[src/rtl/div_if.sv]
// Handshake and result bundle between the EX stage and the multi-cycle divider.
// The EX stage drives the master side; the divider implements the slave side.
interface div_if #(
    parameter int XLEN = 32
);
    logic            start_i;
    logic [1:0]      op_i;
    logic [XLEN-1:0] dividend_i;
    logic [XLEN-1:0] divisor_i;
    logic [4:0]      reg_waddr_i;
    logic [XLEN-1:0] result_o;
    logic            ready_o;
    logic            reg_we_o;
    logic [4:0]      reg_waddr_o;
    logic            busy_o;
    logic            hold_flag_o;

    modport master (
        output start_i, op_i, dividend_i, divisor_i, reg_waddr_i,
        input  result_o, ready_o, reg_we_o, reg_waddr_o, busy_o, hold_flag_o
    );

    modport slave (
        input  start_i, op_i, dividend_i, divisor_i, reg_waddr_i,
        output result_o, ready_o, reg_we_o, reg_waddr_o, busy_o, hold_flag_o
    );
endinterface

[src/rtl/div_unit.sv]
// RV32M restoring divider (DIV/DIVU/REM/REMU), one quotient bit per cycle.
// Holds the pipeline while busy and strobes the result plus rd write for one cycle.
module div_unit #(
    parameter int XLEN  = 32,
    parameter int CNT_W = 6
) (
    input  logic  clk,
    input  logic  rst_n,
    div_if.slave  bus
);
    typedef enum logic [1:0] {
        IDLE = 2'd0,
        CALC = 2'd1,
        DONE = 2'd2
    } state_t;

    state_t          state_r, state_nxt_s;
    logic [1:0]      op_r;
    logic [4:0]      rd_r;
    logic [XLEN-1:0] dvd_r, dvs_r, rem_r, quo_r;
    logic [CNT_W-1:0] cnt_r;
    logic            neg_q_r, neg_r_r;
    logic [XLEN-1:0] result_r;
    logic            ready_r;
    logic [4:0]      waddr_r;

    logic            accept_s, signed_s, a_neg_s, b_neg_s;
    logic [XLEN-1:0] abs_a_s, abs_b_s;
    logic [XLEN:0]   rem_ext_s, diff_s;
    logic            ge_s;
    logic [XLEN-1:0] rem_nxt_s, quo_nxt_s, calc_res_s, dz_res_s;

    function automatic logic [XLEN-1:0] negate(input logic [XLEN-1:0] v);
        return (~v) + {{(XLEN-1){1'b0}}, 1'b1};
    endfunction

    // State register
    always_ff @(posedge clk or negedge rst_n) begin
        if (!rst_n) begin
            state_r <= IDLE;
        end else begin
            state_r <= state_nxt_s;
        end
    end

    // Next-state selection; a zero divisor skips straight to DONE
    always_comb begin
        state_nxt_s = state_r;
        case (state_r)
            IDLE: begin
                if (bus.start_i) begin
                    state_nxt_s = (bus.divisor_i == {XLEN{1'b0}}) ? DONE : CALC;
                end else begin
                    state_nxt_s = IDLE;
                end
            end
            CALC: begin
                if (cnt_r == CNT_W'(XLEN - 1)) begin
                    state_nxt_s = DONE;
                end else begin
                    state_nxt_s = CALC;
                end
            end
            DONE:    state_nxt_s = IDLE;
            default: state_nxt_s = IDLE;
        endcase
    end

    // Operand conditioning and one restoring step; the extra top bit keeps large divisors exact
    always_comb begin
        accept_s   = (state_r == IDLE) && bus.start_i;
        signed_s   = !bus.op_i[0];
        a_neg_s    = signed_s && bus.dividend_i[XLEN-1];
        b_neg_s    = signed_s && bus.divisor_i[XLEN-1];
        abs_a_s    = a_neg_s ? negate(bus.dividend_i) : bus.dividend_i;
        abs_b_s    = b_neg_s ? negate(bus.divisor_i) : bus.divisor_i;
        rem_ext_s  = {rem_r, dvd_r[XLEN-1]};
        diff_s     = rem_ext_s - {1'b0, dvs_r};
        ge_s       = !diff_s[XLEN];
        rem_nxt_s  = ge_s ? diff_s[XLEN-1:0] : rem_ext_s[XLEN-1:0];
        quo_nxt_s  = {quo_r[XLEN-2:0], ge_s};
        calc_res_s = op_r[1] ? (neg_r_r ? negate(rem_nxt_s) : rem_nxt_s)
                             : (neg_q_r ? negate(quo_nxt_s) : quo_nxt_s);
        dz_res_s   = bus.op_i[1] ? bus.dividend_i : {XLEN{1'b1}};
    end

    // Operand latch on accept and iteration datapath during CALC
    always_ff @(posedge clk or negedge rst_n) begin
        if (!rst_n) begin
            op_r    <= 2'b00;
            rd_r    <= 5'd0;
            dvd_r   <= {XLEN{1'b0}};
            dvs_r   <= {XLEN{1'b0}};
            rem_r   <= {XLEN{1'b0}};
            quo_r   <= {XLEN{1'b0}};
            cnt_r   <= {CNT_W{1'b0}};
            neg_q_r <= 1'b0;
            neg_r_r <= 1'b0;
        end else if (accept_s) begin
            op_r    <= bus.op_i;
            rd_r    <= bus.reg_waddr_i;
            dvd_r   <= abs_a_s;
            dvs_r   <= abs_b_s;
            rem_r   <= {XLEN{1'b0}};
            quo_r   <= {XLEN{1'b0}};
            cnt_r   <= {CNT_W{1'b0}};
            neg_q_r <= a_neg_s ^ b_neg_s;
            neg_r_r <= a_neg_s;
        end else if (state_r == CALC) begin
            dvd_r <= {dvd_r[XLEN-2:0], 1'b0};
            rem_r <= rem_nxt_s;
            quo_r <= quo_nxt_s;
            cnt_r <= cnt_r + {{(CNT_W-1){1'b0}}, 1'b1};
        end else begin
            cnt_r <= cnt_r;
        end
    end

    // Result/write-back registers are loaded on the edge into DONE and cleared otherwise
    always_ff @(posedge clk or negedge rst_n) begin
        if (!rst_n) begin
            result_r <= {XLEN{1'b0}};
            ready_r  <= 1'b0;
            waddr_r  <= 5'd0;
        end else if (state_nxt_s == DONE) begin
            result_r <= (state_r == IDLE) ? dz_res_s : calc_res_s;
            ready_r  <= 1'b1;
            waddr_r  <= (state_r == IDLE) ? bus.reg_waddr_i : rd_r;
        end else begin
            result_r <= {XLEN{1'b0}};
            ready_r  <= 1'b0;
            waddr_r  <= 5'd0;
        end
    end

    assign bus.result_o    = result_r;
    assign bus.ready_o     = ready_r;
    assign bus.reg_we_o    = ready_r;
    assign bus.reg_waddr_o = waddr_r;
    assign bus.busy_o      = (state_r == CALC);
    // Hold drops in DONE so the pipeline advances on the edge that writes rd
    assign bus.hold_flag_o = accept_s || (state_r == CALC);
endmodule

[src/flat_wrapper.sv]
// flat-port wrapper written by rule: the top's interface ports become plain ports
module div_unit_flat 
#(
    parameter int XLEN  = 32,
    parameter int CNT_W = 6
)
  (clk, rst_n, bus_start_i, bus_op_i, bus_dividend_i, bus_divisor_i, bus_reg_waddr_i, bus_result_o, bus_ready_o, bus_reg_we_o, bus_reg_waddr_o, bus_busy_o, bus_hold_flag_o);
  div_if #(.XLEN(XLEN)) bus_i ();
  input  logic clk;
  input  logic rst_n;
  input wire logic [$bits(bus_i.start_i)-1:0] bus_start_i;
  input wire logic [$bits(bus_i.op_i)-1:0] bus_op_i;
  input wire logic [$bits(bus_i.dividend_i)-1:0] bus_dividend_i;
  input wire logic [$bits(bus_i.divisor_i)-1:0] bus_divisor_i;
  input wire logic [$bits(bus_i.reg_waddr_i)-1:0] bus_reg_waddr_i;
  output wire logic [$bits(bus_i.result_o)-1:0] bus_result_o;
  output wire logic [$bits(bus_i.ready_o)-1:0] bus_ready_o;
  output wire logic [$bits(bus_i.reg_we_o)-1:0] bus_reg_we_o;
  output wire logic [$bits(bus_i.reg_waddr_o)-1:0] bus_reg_waddr_o;
  output wire logic [$bits(bus_i.busy_o)-1:0] bus_busy_o;
  output wire logic [$bits(bus_i.hold_flag_o)-1:0] bus_hold_flag_o;
  assign bus_i.start_i = bus_start_i;
  assign bus_i.op_i = bus_op_i;
  assign bus_i.dividend_i = bus_dividend_i;
  assign bus_i.divisor_i = bus_divisor_i;
  assign bus_i.reg_waddr_i = bus_reg_waddr_i;
  assign bus_result_o = bus_i.result_o;
  assign bus_ready_o = bus_i.ready_o;
  assign bus_reg_we_o = bus_i.reg_we_o;
  assign bus_reg_waddr_o = bus_i.reg_waddr_o;
  assign bus_busy_o = bus_i.busy_o;
  assign bus_hold_flag_o = bus_i.hold_flag_o;
  div_unit #(.XLEN(XLEN), .CNT_W(CNT_W)) u_core (.clk(clk), .rst_n(rst_n), .bus(bus_i));
endmodule
[config.mk]
export PLATFORM = sky130hd
export DESIGN_NAME = div_unit_flat
export DESIGN_NICKNAME = d
export VERILOG_FILES = /design/src/rtl/div_if.sv /design/src/rtl/div_unit.sv /design/src/flat_wrapper.sv
export SDC_FILE = /design/constraint.sdc
export NUM_CORES = 1
export LEC_CHECK = 0
export ABC_AREA = 1
export CORE_MARGIN = 3
export CORE_UTILIZATION = 54
export DETAILED_ROUTE_END_ITERATION = 12
export PLACE_DENSITY = 0.81
export SKIP_LAST_GASP = 1
export SYNTH_ARGS = -nofsm -noshare
export SYNTH_HDL_FRONTEND = slang
export SYNTH_SLANG_ARGS = --single-unit
export TNS_END_PERCENT = 1
[constraint.sdc]
create_clock -name clk -period 9.9 [get_ports clk]
set_input_delay 0.99 -clock clk [delete_from_list [all_inputs] [get_ports clk]]
set_output_delay 0.99 -clock clk [all_outputs]
set_load 0.1 [all_outputs]
Word level (Yosys, flattened, before mapping):

Index checks and enable logic that the tools add are counted.

* output and inout bits: 41
* register bits: 182
* bits of input ports: 74
* word-level logic and storage cells: 60

* $add $sub $neg: 6
* eq/ne operators: 3
* bitwise logic cells: 5
* multiplexer cells: 24
* reductions and logical operators: 9

Operator list (count)
* $mux 32: 13
* $add 32x1->32 const B: 4
* $not 32->32: 4
* $mux 31: 2
* $sub 33x32->33: 1
* $logic_not 32->1: 1
* $mux 6: 2
* $mux 5: 2
* $add 6x1->6 const B: 1
* $eq 6x5->1 const B: 1
* $mux 2: 3
* $pmux 2 s2: 1
* $logic_and 1x1->1: 3
* $eq 2x1->1 const B: 1
* $eq 2x2->1 const B: 1
* $logic_not 1->1: 2
* $logic_not 2->1: 1
* $reduce_bool 2->1: 1
* $logic_or 1x1->1: 1
* $mux 1: 1
* $xor 1x1->1: 1

Logic depth before layout (Yosys ltp):

* depth after elaboration: 8
* gate-level depth with buffers: 30
* depth with buffers taken out: 29

Worst setup path before layout:

Ideal clock, no wire load.

* path kind: register -> register
* start point: register u_core.dvs_r[0]
* end point: register u_core.result_r[28] (netlist: u_core.bus.result_o[28])
* arrival: 3.822 ns
* cell stages (with the launch flop): 30
* setup time: 0.134 ns
* data required time: 9.766 ns
* path slack: 5.944 ns
* path buffers: 1
* cell sequence: dfrtp_1 ha_1 fa_1 inv_1 nand2_1 nand2_1 nand3_1 nand2_2 nand2_2 nand2_4 nand2_4 nand2_4 nand2_4 nand2_8 buf_6 ha_1 inv_1 nor3_1 nand3_1 nor3_1 nand3_1 nor2_1 nand4_1 nor2_1 nand4_1 o21ai_0 o21ai_0 a21o_1 nand2_1 a21oi_1

* word-level cells in the longest chain between the ends: 8
* elaborated cells between the ends (all ways): 12

RTL lines
* start: declaration: line div_unit.sv:20 `logic [XLEN-1:0] dvd_r, dvs_r, rem_r, quo_r;`
* start signal: assignment: line div_unit.sv:93 `dvs_r <= {XLEN{1'b0}};`
* start signal: assignment: line div_unit.sv:103 `dvs_r <= abs_b_s;`
* $sub 33x32->33 *: line div_unit.sv:78 `diff_s = rem_ext_s - {1'b0, dvs_r};`
* $mux 32 / $logic_not 1->1 (equally long branches): line div_unit.sv:80, div_unit.sv:79
* $not 32->32: line div_unit.sv:34 `return (~v) + {{(XLEN-1){1'b0}}, 1'b1};`
* $add 32x1->32: line div_unit.sv:34
* $mux 32 (on tied branches): line div_unit.sv:82, div_unit.sv:83
* $mux 32 *: line div_unit.sv:82 `calc_res_s = op_r[1] ? (neg_r_r ? negate(rem_nxt_s) : rem_nxt_s)`
* $mux 32 *: line div_unit.sv:126 `result_r <= (state_r == IDLE) ? dz_res_s : calc_res_s;`
* $mux 32 *: line div_unit.sv:125 `end else if (state_nxt_s == DONE) begin`
* end signal: assignment: line div_unit.sv:122 `result_r <= {XLEN{1'b0}};`
* end signal: assignment: line div_unit.sv:126
* end signal: assignment: line div_unit.sv:130 `result_r <= {XLEN{1'b0}};`
* end: declaration: line div_unit.sv:23 `logic [XLEN-1:0] result_r;`

Every way passes the cells marked *; elsewhere a longest branch is shown, timed or not.
A chain may end at the register's enable or synchronous reset.

Worst setup path in the final report:

* start point: input port bus_start_i
* end point: output port bus_hold_flag_o

* word-level cells in the longest chain between the ends: 2

RTL lines
* start: declaration: line flat_wrapper.sv:11 `input wire logic [$bits(bus_i.start_i)-1:0] bus_start_i;`
* $logic_and 1x1->1: line div_unit.sv:71 `accept_s = (state_r == IDLE) && bus.start_i;`
* $logic_or 1x1->1: line div_unit.sv:142 `assign bus.hold_flag_o = accept_s || (state_r == CALC);`
* end: declaration: line flat_wrapper.sv:21 `output wire logic [$bits(bus_i.hold_flag_o)-1:0] bus_hold_flag_o;`

No other way between the ends.

==> results.txt <==
Status: finished, final reports clean
Wirelength per Cell: 17.4 um
Most frequent cells in the layout: nand2_1, inv_1, o21ai_0
Hold Buf Count CTS: 0
Post-CTS sizing: 0
Synth Net Count: 2,083
Drt total wl: 41,500 um
Clk slew on worst S/H paths: 80 ps
Levels on crit path: 6
Worst-Margin Slew: 1220 ps
Setup TNS: 0 ps
HP Class: in2async
Setup Fix Bufs, Post-CTS: 0
Fraction of layout cells with a size suffix above 1: 5.69%
Crit end category: output pin
Port bufs: 114
RSZ-0062 raised after global routing: no
Crit path top cell by count: clkdlybuf4s50_1
Min Tclk post-route: 5110 ps
Die height: 163 um
EDFF count, synth: 0
Seq/Total Area, Yosys: 33.9%
Final worst slack: 4790 ps
Initial antenna violation count: 0
First-pass GRT wire length: 65,500 um
Final nets: 2,157
Max-slew headroom: 18.2%
Final hold viol count: 0
Req. time, crit path: 8910 ps
Slowest-stage cell, CP: clkdlybuf4s50_1
Largest net degree at the start of global routing: 100
Total core area: 23,900 um2
Initial DRC count: 1,640
Total vias in the final route: 13,900
Sink Count: 181
Mapped Cells: 1,971
Crit path launch type: primary input
# H-tree levels: 4
DR pass1 iterations: 6
Clock Skews: 16.3 ps
RD Place Congestion: 0.994
Number of global-route vias before repair: 12,900
GRT overflow: 0
CP cell instances: clkdlybuf4s50_1, nand2_2, clkinv_1, nor2_4, inv_2, clkdlybuf4s50_1
CP endpoint: bus_hold_flag_o
Setup violators final: 0
Initial Util: 55.9%
Dpl ws: 4890 ps
Crit-path max cell delay: 1310 ps
Worst skew pair latency: 450 ps
Via density: 5.83
CP Class: in2out
CTS root buf: clkbuf_16
DRC: 0
Row cnt: 56
Die area: 26,600 um2
Clock buffer count from CTS: 17
Yosys cell types: 53
Yosys Warn Count: 0
Post-synth top flop: dfrtp_1
Asr flop ratio synth: 100%
Most common cell after layout, fill and taps aside: nand2_1
Max-cap violations: 0
Final Cycle Share: 51.6%
Reg2Reg Capture Point: u_core.bus.result_o[28]
GRT Util Overall: 31.0%
DIE WIDTH: 163 um
Mapped Area: 13,300 um2
Achievable Freq: 196 MHz
Max clock buf depth: 2
DP Wirelength: 30,800 um
Number of cells on the worst reg-to-reg path: 28
Routed Antenna Nets: 0
Num ports: 115
Mean post-synth cell area: 6.77 um2
Final cell area excluding filler cells: 15,200 um2
Reg-to-Reg Start: u_core.dvs_r[0]
Buffers plus inverters on the worst setup path: 4
Area grow syn2layout: 14.3%
CP startpoint: bus_start_i
Placement Cell Area: 14,700 um2
Worst-path fanout max: 59
Final Max Tran Viols: 0
Crit path DAT: 4120 ps
Synthesis-stage register bit count: 181
Worst R2R Setup Slack: 4980 ps
N_diodes: 0
CTS tree: built
Crit-path leading delay family: buffers and inverters
[area by class of cell]
type                            count  area [um2]
Clock buffer                       18         429
Clock inverter                     14         165
Fill cell                        2172        8640
Inverter                          268        1010
Multi-Input combinational cell   1452        7500
Sequential cell                   181        4530
Tap cell                          319         399
Timing Repair Buffer              125        1220
[registers in the layout (all words and copies together), names as in the netlist]
signal,count
u_core.bus.result_o,32
u_core.dvd_r,32
u_core.dvs_r,32
u_core.rem_r,32
u_core.quo_r,31
u_core.cnt_r,6
u_core.bus.reg_waddr_o,5
u_core.rd_r,5
u_core.state_r,2
u_core.bus.ready_o,1
u_core.neg_q_r,1
u_core.neg_r_r,1
u_core.op_r,1
[cell families after synthesis]
group	count (synthesis)	share of synthesized area (%)
simple gates	925	30.4
compound gates	430	18.2
buf+inv	338	9.99
flops	181	33.9
xor+xnor	58	3.81
fa+ha+maj	38	3.62
mux	1	0.0844
[synthesized netlist by cell type, types with 3 or more instances]
| cell | count | area (um2) |
|---|---|---|
| nand2_1 | 508 | 1910 |
| inv_1 | 261 | 980 |
| o21ai_0 | 186 | 931 |
| dfrtp_1 | 181 | 4530 |
| nor2_1 | 160 | 601 |
| nand3_1 | 119 | 596 |
| a21oi_1 | 105 | 526 |
| o22ai_1 | 58 | 363 |
| clkbuf_1 | 51 | 191 |
| ha_1 | 37 | 463 |
| xor2_1 | 37 | 324 |
| nor3_1 | 32 | 160 |
| a22oi_1 | 31 | 233 |
| nand4_1 | 27 | 169 |
| nand2_2 | 25 | 156 |
| xnor2_1 | 21 | 184 |
| nor4_1 | 11 | 68.8 |
| nor2_2 | 10 | 62.6 |
| a211oi_1 | 9 | 67.6 |
| buf_1 | 8 | 30.0 |
| o21ai_1 | 8 | 40.0 |
| nand2_4 | 7 | 78.8 |
| o31ai_1 | 7 | 52.6 |
| o21bai_1 | 6 | 45.0 |
| buf_4 | 5 | 37.5 |
| inv_2 | 5 | 18.8 |
| nand3b_1 | 5 | 37.5 |
| a31oi_1 | 4 | 25.0 |
| nand3_2 | 4 | 40.0 |
| a21o_1 | 3 | 22.5 |
| and3_1 | 3 | 18.8 |
| buf_6 | 3 | 33.8 |
| o21ai_2 | 3 | 26.3 |
| or2_2 | 3 | 18.8 |
[routing by layer]
layer  vias to the layer above  global-route usage [%]  share of wire (%)
li1                       6639                       -                  -
met1                      6518                    44.4                 44
met2                       609                    47.6                 45
met3                        99                    4.26                7.1
met4                         0                    12.1                3.6
met5                         -                       0                  0
[worst min path at each step]
stage | startpoint | end | slack (ps) | depth (start not counted)
after global placement | u_core.dvs_r[24] | u_core.dvs_r[24] | 470 | 2
after global routing | u_core.dvs_r[25] | u_core.dvs_r[25] | 510 | 2
after detailed placement | u_core.dvs_r[10] | u_core.dvs_r[10] | 470 | 2
after floorplan | u_core.dvs_r[10] | u_core.dvs_r[10] | 450 | 2
final | rst_n | u_core.dvs_r[6] | 490 | 1
after CTS | u_core.dvs_r[18] | u_core.dvs_r[18] | 490 | 2
[worst register-to-register path: cells and delay by family (launching register included)]
kind	cells	cell delay [ps]
simple gates	19	2760
compound gates	4	620
flops	1	410
fa+ha+maj	3	850
buf+inv	2	160
[metrics by stage]
| step | hold slack (ps) | utilization [%] | instances |
|---|---|---|---|
| after floorplan | 453 | - | 1971 |
| after global placement | 467 | 61.3 | 2345 |
| after detailed placement | 474 | 61.3 | 2345 |
| after CTS | 492 | 63.8 | 2377 |
| after global routing | 505 | 63.8 | 2377 |
| final | 489 | 63.8 | 2377 |
Power is left out: the tool's default activity adds up to more than one toggle a clock period on the data nets, which glitch-free logic cannot reach.
